### config.mk
export PLATFORM = sky130hd
export DESIGN_NAME = vga_timing
export DESIGN_NICKNAME = d
export VERILOG_FILES = /design/src/rtl/vga_timing.sv
export SDC_FILE = /design/constraint.sdc
export NUM_CORES = 1
export LEC_CHECK = 0
export ABC_AREA = 0
export CORE_ASPECT_RATIO = 1.5
export CORE_UTILIZATION = 48
export DETAILED_ROUTE_END_ITERATION = 6
export PLACE_DENSITY = 0.8
export SETUP_SLACK_MARGIN = 0.15
export SLEW_MARGIN = 10
export SYNTH_ARGS = -nofsm -noshare
export SYNTH_HDL_FRONTEND = slang
export SYNTH_SLANG_ARGS = --single-unit
### constraint.sdc
create_clock -name clock_50 -period 1.8 [get_ports clock_50]
set_input_delay 0.45 -clock clock_50 [delete_from_list [all_inputs] [get_ports clock_50]]
set_output_delay 0.45 -clock clock_50 [all_outputs]
set_load 0.02 [all_outputs]
### src/rtl/vga_timing.sv
// VGA raster timing generator for the DE1-SoC video DAC: 25 MHz pixel tick from clock_50,
// coordinate requests one pixel ahead of the video outputs. Optional colour bars: VGA_TEST_PATTERN_EN.
module vga_timing #(
    parameter int H_ACTIVE = 640,
    parameter int H_FRONT  = 16,
    parameter int H_SYNC   = 96,
    parameter int H_BACK   = 48,
    parameter int V_ACTIVE = 480,
    parameter int V_FRONT  = 10,
    parameter int V_SYNC   = 2,
    parameter int V_BACK   = 33
) (
    input  logic        clock_50,
    input  logic        reset,
    input  logic [23:0] rgb_in,
    output logic [9:0]  pixel_x,
    output logic [9:0]  pixel_y,
    output logic        pixel_req,
    output logic        frame_start,
    output logic        VGA_CLK,
    output logic        VGA_HS,
    output logic        VGA_VS,
    output logic        VGA_BLANK,
    output logic        VGA_SYNC,
    output logic [7:0]  VGA_R,
    output logic [7:0]  VGA_G,
    output logic [7:0]  VGA_B
);

    localparam logic [9:0] H_VISIBLE    = 10'(H_ACTIVE);
    localparam logic [9:0] H_SYNC_START = 10'(H_ACTIVE + H_FRONT);
    localparam logic [9:0] H_SYNC_END   = 10'(H_ACTIVE + H_FRONT + H_SYNC - 1);
    localparam logic [9:0] H_LAST       = 10'(H_ACTIVE + H_FRONT + H_SYNC + H_BACK - 1);
    localparam logic [9:0] V_VISIBLE    = 10'(V_ACTIVE);
    localparam logic [9:0] V_SYNC_START = 10'(V_ACTIVE + V_FRONT);
    localparam logic [9:0] V_SYNC_END   = 10'(V_ACTIVE + V_FRONT + V_SYNC - 1);
    localparam logic [9:0] V_LAST       = 10'(V_ACTIVE + V_FRONT + V_SYNC + V_BACK - 1);

    // Request contract: pixel_x/pixel_y/pixel_req are held for a whole pixel period; the
    // client returns the colour on rgb_in before that period ends, and the colour is
    // captured together with the syncs on the tick that closes the period.
    logic        tick;
    logic [9:0]  h_count;
    logic [9:0]  v_count;
    logic [9:0]  h_next;
    logic [9:0]  v_next;
    logic [23:0] colour;

    // h_count/v_count hold the coordinate to be presented on the next tick.
    always_comb begin
        h_next = h_count + 10'd1;
        v_next = v_count;
        if (h_count == H_LAST) begin
            h_next = '0;
            v_next = (v_count == V_LAST) ? '0 : v_count + 10'd1;
        end
    end

`ifdef VGA_TEST_PATTERN_EN
    localparam int BAR_W = H_ACTIVE / 8;

    function automatic logic [23:0] bar_colour(input logic [9:0] x);
        logic [2:0]  idx;
        logic [23:0] c;
        idx = 3'd0;
        for (int i = 1; i < 8; i++) begin
            if (x >= 10'(i * BAR_W)) idx = 3'(i);
        end
        case (idx)
            3'd0:    c = 24'hFFFFFF;
            3'd1:    c = 24'hFFFF00;
            3'd2:    c = 24'h00FFFF;
            3'd3:    c = 24'h00FF00;
            3'd4:    c = 24'hFF00FF;
            3'd5:    c = 24'hFF0000;
            3'd6:    c = 24'h0000FF;
            default: c = 24'h000000;
        endcase
        return c;
    endfunction

    logic unused_rgb_in;
    assign unused_rgb_in = ^rgb_in;
    assign colour        = bar_colour(pixel_x);
`else
    assign colour = rgb_in;
`endif

    always_ff @(posedge clock_50) begin
        if (reset) begin
            tick        <= 1'b0;
            h_count     <= '0;
            v_count     <= '0;
            pixel_x     <= '0;
            pixel_y     <= '0;
            pixel_req   <= 1'b0;
            frame_start <= 1'b0;
            VGA_HS      <= 1'b1;
            VGA_VS      <= 1'b1;
            VGA_BLANK   <= 1'b0;
            VGA_R       <= '0;
            VGA_G       <= '0;
            VGA_B       <= '0;
        end else begin
            tick        <= ~tick;
            frame_start <= 1'b0;
            if (tick) begin
                h_count     <= h_next;
                v_count     <= v_next;
                pixel_x     <= h_count;
                pixel_y     <= v_count;
                pixel_req   <= (h_count < H_VISIBLE) && (v_count < V_VISIBLE);
                frame_start <= (h_count == '0) && (v_count == '0);
                // Video side works on the coordinate whose request period is ending now.
                VGA_HS      <= !((pixel_x >= H_SYNC_START) && (pixel_x <= H_SYNC_END));
                VGA_VS      <= !((pixel_y >= V_SYNC_START) && (pixel_y <= V_SYNC_END));
                VGA_BLANK   <= pixel_req;
                VGA_R       <= pixel_req ? colour[23:16] : 8'h00;
                VGA_G       <= pixel_req ? colour[15:8]  : 8'h00;
                VGA_B       <= pixel_req ? colour[7:0]   : 8'h00;
            end
        end
    end

    assign VGA_CLK  = tick;
    assign VGA_SYNC = 1'b0;

endmodule

==> key figures, run 1 <==
Outcome
  • Outcome: finished, final reports clean

Layout
  • Commonest non-fill, non-tap cell in the layout: dfxtp_1
  • # fillers: 466
  • Share of cells above drive strength 1: 0.115
  • Area occupied by multi-input gates: 1310 um2
  • Fin nets: 400
  • # diodes: 0
  • FF/Latch Area: 1400 um2
  • Commonest cells after routing, fill and taps aside: dfxtp_1, dlygate4sd2_1, nor2_1, clkdlybuf4s50_1, a22o_1
  • Post-route cell area: 3900 um2
  • Final Core Density: 0.700
  • Non-Filler Instances: 444
  • Area growth syn-to-layout: 37.5%

Synthesis
  • Yosys warnings: 0
  • Top cells by area, synth: dfxtp_1, mux2i_1, a22o_1
  • Synth top area share: 0.494
  • Synth Instances: 281
  • Mapped Nets: 311
  • Xor and xnor area share after synthesis: 0.0278
  • Top FF cell, synth: dfxtp_1
  • Avg Inst Size Synth: 10.1 um2
  • Compound-Gate Fraction of Synth Area: 0.133
  • Area share of and/or/nand/nor cells after synthesis: 0.204
  • Synth cell types: 43
  • Synth Cell Area: 2840 um2
  • #FFs+latches synth: 70
  • Yosys top cell by area: dfxtp_1
  • Number of flops mapped to enable cells by yosys: 0
  • Async SR Flop Fraction: 0
  • Largest family of logic cells by synthesized area: simple AND/OR/NAND/NOR gates
  • Adder-Cell Fraction of Synth Area: 0.0176
  • Mux cell area share after synthesis: 0.0776
  • Sequential fraction of the synthesis area: 0.494

Setup path
  • Critical setup path kind: flip-flop to primary output
  • CP max-delay cell: dfxtp_1
  • CP top delay family: flip-flops
  • CP arrival: 1.12 ns
  • Crit path cell chain: dlygate4sd2_1
  • Buf/Inv on CP: 1
  • Required @ worst endpoint: 1.35 ns
  • Startpoint types: flip-flop
  • Largest stage delay on the critical path: 0.40 ns
  • Crit. End Element: primary output
  • CP Max Fanout: 4

Clock network
  • CTS Buf Count: 9
  • CTS tree: built
  • Clock buffer depth: 2
  • Worst-Skew Late Latency: 0.34 ns
  • H-Tree Depth: 3
  • Clk slew on worst S/H paths: 0.07 ns
  • Post-CTS Setup Bufs: 0
  • Clock sink count: 70
  • Clock root cell: clkbuf_8

Drt
  • Met2 Routed Length: 3350 um
  • Drt initial violations: 136
  • ANT nets after route: 0
  • Drt drc: 0
  • Detail Route met3 WL: 408 um
  • Top Metal Used: met4
  • Vias/cell: 5.48
  • Wire per inst: 14.9 um
  • Met1 wire length: 2730 um
  • Routed WL: 6630 um
  • DR vias: 2435
  • DRT Pass-1 Iters: 4

STA
  • Setup TNS: 0 ns
  • Fmax: 638 MHz
  • Hold Fails Final Rpt: 0
  • Final min period: 1.57 ns
  • Unrepaired setup endpoints after global routing: true
  • Clock Skew: 0.00687 ns
  • Slew Limit Fails: 0
  • # setup viols final: 0
  • Final WS setup: 0.232 ns
  • Part of the cycle the worst path needs: 0.871
  • Hold_ws: 0.465 ns

Die
  • # IOs: 77
  • Core box area: 5570 um2
  • Die Span Y: 96.2 um
  • Initial Util: 0.509
  • FP Rows: 33
  • Die X: 64.8 um
  • Die area: 6230 um2

Place
  • Dpl cells: 429
  • Buffers on Ports: 75
  • Placer Congestion: 0.892
  • Pre-CTS WS: -0.0183 ns
  • DP Area: 3760 um2
  • DPL Wire Length: 4770 um

Power
  • Pwr per Cell Area: 797 nW/um2
  • Total power: 3.11 mW
  • Pleak: 1.74 nW
  • VDD IR max: 0.554 mV

Job
  • Max_cap viols: 0

Global route
  • First-pass GRT wire length: 10900 um
  • Overall routing resource usage: 0.232
  • Vias in the first global route: 2377
  • Grt total ovfl: 0
  • Initial antenna violation count: 0
  • Largest net degree at the start of global routing: 30

Worst hold path
  • Worst Hold Class: flip-flop to flip-flop
[cell type report]
| cell class | count | share of cell area |
|---|---|---|
| Clock buffer | 12 | 0.0398 |
| Sequential cell | 70 | 0.359 |
| Clock inverter | 3 | 0.0112 |
| Inverter | 6 | 0.00577 |
| Tap cell | 70 | 0.0224 |
| Multi-Input combinational cell | 186 | 0.337 |
| Timing Repair Buffer | 97 | 0.225 |
[cells by family (layout without fill, tap and decap cells)]
logic type / Yosys count / count (layout)
and+or+nand+nor: 106 / 106
DFF: 70 / 70
AOI/OAI and AO/OA: 44 / 44
buffers and inverters: 25 / 118
muxes: 22 / 22
xor gates and xnor gates: 9 / 9
adders and majority gates: 4 / 4
other: 1 / 1
[path summary, 6_finish.rpt]
| kind | from | endpoint | slack [ns] | depth (start not counted) |
|---|---|---|---|---|
| max | VGA_CLK | VGA_CLK | 0.23 | 1 |
| min | VGA_BLANK | VGA_BLANK | 0.46 | 1 |
| max reg2reg | h_count[1] | v_count[3] | 0.27 | 6 |
| min reg2reg | VGA_BLANK | VGA_BLANK | 0.46 | 1 |
[synth_stat cells (2+ instances only)]
master / number
dfxtp_1: 70
inv_1: 6
nand2_1: 8
nand4_1: 9
a22o_1: 24
mux2i_1: 22
o21ai_1: 3
o31ai_2: 2
nand4b_1: 2
o31ai_1: 2
and3_1: 5
o21ai_0: 4
xnor2_1: 5
nand2b_1: 4
nor2_1: 37
o41ai_1: 2
buf_6: 2
and2_0: 2
and4_1: 2
xor2_1: 4
nor3_1: 7
ha_1: 4
nand3_1: 13
nor4_1: 4
clkbuf_1: 4
buf_2: 11
nor2b_1: 5
nand3b_1: 3
[metal layers]
metal / track usage / vias up
met5: 0 / -
met4: 0.117 / 0
met3: 0.0829 / 14
met2: 0.406 / 90
met1: 0.243 / 1156
li1: - / 1175
[flip-flops by register name, indices dropped and copies added (netlist names)]
name and cells:
pixel_x 10, v_count 10, VGA_BLANK 1, VGA_HS 1, h_count 10, VGA_CLK 1
VGA_R 8, pixel_y 10, VGA_B 8, VGA_G 8, pixel_req 1, VGA_VS 1
frame_start 1
[power by group]
part	internal (mW)	leakage, nW	switching, mW
logic	0.126	1.07	0.122
clock network	0.709	0.102	0.564
registers	1.57	0.566	0.0159
total	2.41	1.74	0.702
[repair_timing]
item                                    4_1_cts  5_1_grt
hold buffers                                  0        0
resized for setup                            50        2
endpoints found under the setup margin       50        7
[worst reg2reg max path, stage by stage (launching register included)]
cell and delay, ns:
dfxtp_1 0.40, ha_1 0.19, and4_1 0.29, buf_4 0.14, nand4_1 0.10, o21ai_0 0.19
o41ai_1 0.10
Note: power is estimated with default switching activity, not from simulation.
==> run 2: changes to the inputs <==
--- a/config.mk
+++ b/config.mk
@@ -7,9 +7,10 @@
 export LEC_CHECK = 0
 export ABC_AREA = 0
 export CORE_ASPECT_RATIO = 1.5
-export CORE_UTILIZATION = 48
+export CORE_UTILIZATION = 60
 export DETAILED_ROUTE_END_ITERATION = 6
-export PLACE_DENSITY = 0.8
+export DONT_BUFFER_PORTS = 1
+export PLACE_DENSITY = 0.76
 export SETUP_SLACK_MARGIN = 0.15
 export SLEW_MARGIN = 10
 export SYNTH_ARGS = -nofsm -noshare
==> run 2 against run 1 <==
Clock power up 13%; first-iteration DRC count decreased by 26%; global-route usage rose by 2.9 points; highest routed layer unchanged; clock skew up 0.0011 ns; routed wire length shrank 7.9%; critical path depth grew 6; critical path type is now flip-flop to flip-flop; maximum frequency is essentially flat; setup slack is essentially flat.
==> key figures, run 2 (same netlist as run 1, synthesis figures left out) <==
STA
  • Max transition margin: 0.453
  • # setup viols final: 0
  • Final WS setup: 0.232 ns
  • Slew Limit Fails: 0
  • Unrepaired setup endpoints after global routing: false
  • Fmax: 638 MHz
  • Hold Fails Final Rpt: 0
  • Clock Skew: 0.00793 ns
  • Part of the cycle the worst path needs: 0.871
  • Final min period: 1.57 ns
  • Setup TNS: 0 ns
  • Measured slew at the worst slew-check pin: 0.820 ns

Layout
  • Post-route cell area: 3210 um2
  • Commonest non-fill, non-tap cell in the layout: dfxtp_1
  • # fillers: 339
  • Share of cells above drive strength 1: 0.167
  • # diodes: 0
  • Commonest cells after routing, fill and taps aside: dfxtp_1, nor2_1, a22o_1, mux2i_1, buf_4
  • Area occupied by multi-input gates: 1350 um2
  • Area growth syn-to-layout: 13.3%
  • Final Core Density: 0.708
  • FF/Latch Area: 1410 um2
  • Fin nets: 318

Drt
  • DRT Pass-1 Iters: 4
  • Routed WL: 6110 um
  • Wire per inst: 17.1 um
  • Drt initial violations: 101
  • Vias/cell: 5.96
  • ANT nets after route: 0
  • Drt drc: 0
  • DR vias: 2129

Clock network
  • H-Tree Depth: 3
  • Hold Buf Count CTS: 0
  • Clock sink count: 70
  • Worst-Skew Late Latency: 0.35 ns
  • Clock root cell: clkbuf_8
  • CTS tree: built
  • CTS Buf Count: 9
  • Clk slew on worst S/H paths: 0.08 ns
  • Clock buffer depth: 2

Setup path
  • R2R Path Start: v_count[0]
  • CP arrival: 1.84 ns
  • Reg-to-reg setup timing slack: 0.23 ns
  • Required @ worst endpoint: 2.07 ns
  • CP Max Fanout: 7
  • Critical setup path kind: flip-flop to flip-flop
  • Reg2reg end: v_count[6]
  • Startpoint types: flip-flop
  • FF-to-FF path depth: 7
  • Crit. End Element: flip-flop

Worst hold path
  • Worst Hold Class: primary input to flip-flop
  • WHS Path Cells: 1
  • HP Start: reset
  • Hold Crit Endpoint: pixel_y[4]

Power
  • Total power: 3.18 mW
  • Clock power frac: 0.451
  • Combinational share of power: 0.042
  • Pleak: 1.24 nW
  • Sw Pwr: 0.718 mW
  • Sequential power share: 0.507
  • Switching share of power: 0.226
  • VDD IR max: 0.973 mV
  • Pwr per Cell Area: 988 nW/um2
  • Internal power: 2.46 mW

Outcome
  • Outcome: finished, final reports clean

Job
  • Max_cap viols: 0

Die
  • Core box area: 4540 um2
  • # IOs: 77
  • Die area: 5010 um2
  • Die X: 58.2 um
  • Initial Util: 0.625
  • Die Span Y: 86.2 um
  • FP Rows: 30

Place
  • Pre-CTS WS: 0.0445 ns
  • Placer Congestion: 0.843
  • DP Area: 2920 um2
  • DPL Wire Length: 4160 um
  • Buffers on Ports: 0

Global route
  • Vias in the first global route: 2105
  • Largest net degree at the start of global routing: 41
  • First-pass GRT wire length: 9860 um
  • Initial antenna violation count: 0
  • Grt total ovfl: 0
  • Overall routing resource usage: 0.262
-- run 2: critical path, cell delays in order, from the launching register on --
cell and delay (ns):
dfxtp_4 0.39, inv_1 0.07, ha_1 0.19, nor2b_2 0.18, a41oi_4 0.25, buf_12 0.15, nand2_4 0.05, o31ai_2 0.21
-- run 2: worst max-delay path by stage --
stage | from | endpoint | cells after the start
final | v_count[0] | v_count[6] | 7
after global routing | v_count[1] | v_count[6] | 7
after CTS | h_count[1] | v_count[2] | 5
after detailed placement | h_count[1] | v_count[2] | 5
after global placement | h_count[1] | v_count[2] | 5
after floorplan | h_count[0] | v_count[4] | 7
-- run 2: area by class of cell --
class / count / area share
sequential: 70 / 0.438
clock inverter: 6 / 0.0284
timing repair buffer: 15 / 0.0389
clock buffer: 10 / 0.0428
tap: 64 / 0.0249
inverter: 6 / 0.00701
multi-input combinational: 186 / 0.420
-- run 2: repair_timing --
| item | CTS | global route |
|---|---|---|
| resized for setup | 4 | 12 |
| pin swaps | 1 | 1 |
| endpoints found under the setup margin | 15 | 17 |
| setup buffers | 1 | 0 |
-- run 2: power groups by stage --
stage | Clock (mW) | Combinational (mW) | Sequential, mW
floorplan | 0 | 0.103 | 1.65
global placement | 0 | 0.123 | 1.65
detailed placement | 0 | 0.127 | 1.65
CTS | 1.45 | 0.132 | 1.61
global route | 1.53 | 0.146 | 1.61
finish | 1.43 | 0.134 | 1.61
-- run 2: per-stage QoR --
| stage | hold slack, ns | std cells |
|---|---|---|
| after global placement | 0.521 | 340 |
| final | 0.155 | 357 |
| after detailed placement | 0.527 | 340 |
| after CTS | 0.151 | 357 |
| after floorplan | 0.486 | 281 |
| after global routing | 0.147 | 357 |
-- run 2: metal layers --
metal,track usage,part of all wire
met1,0.287,0.39
met2,0.433,0.51
met3,0.0821,0.066
met4,0.162,0.034
met5,0,0
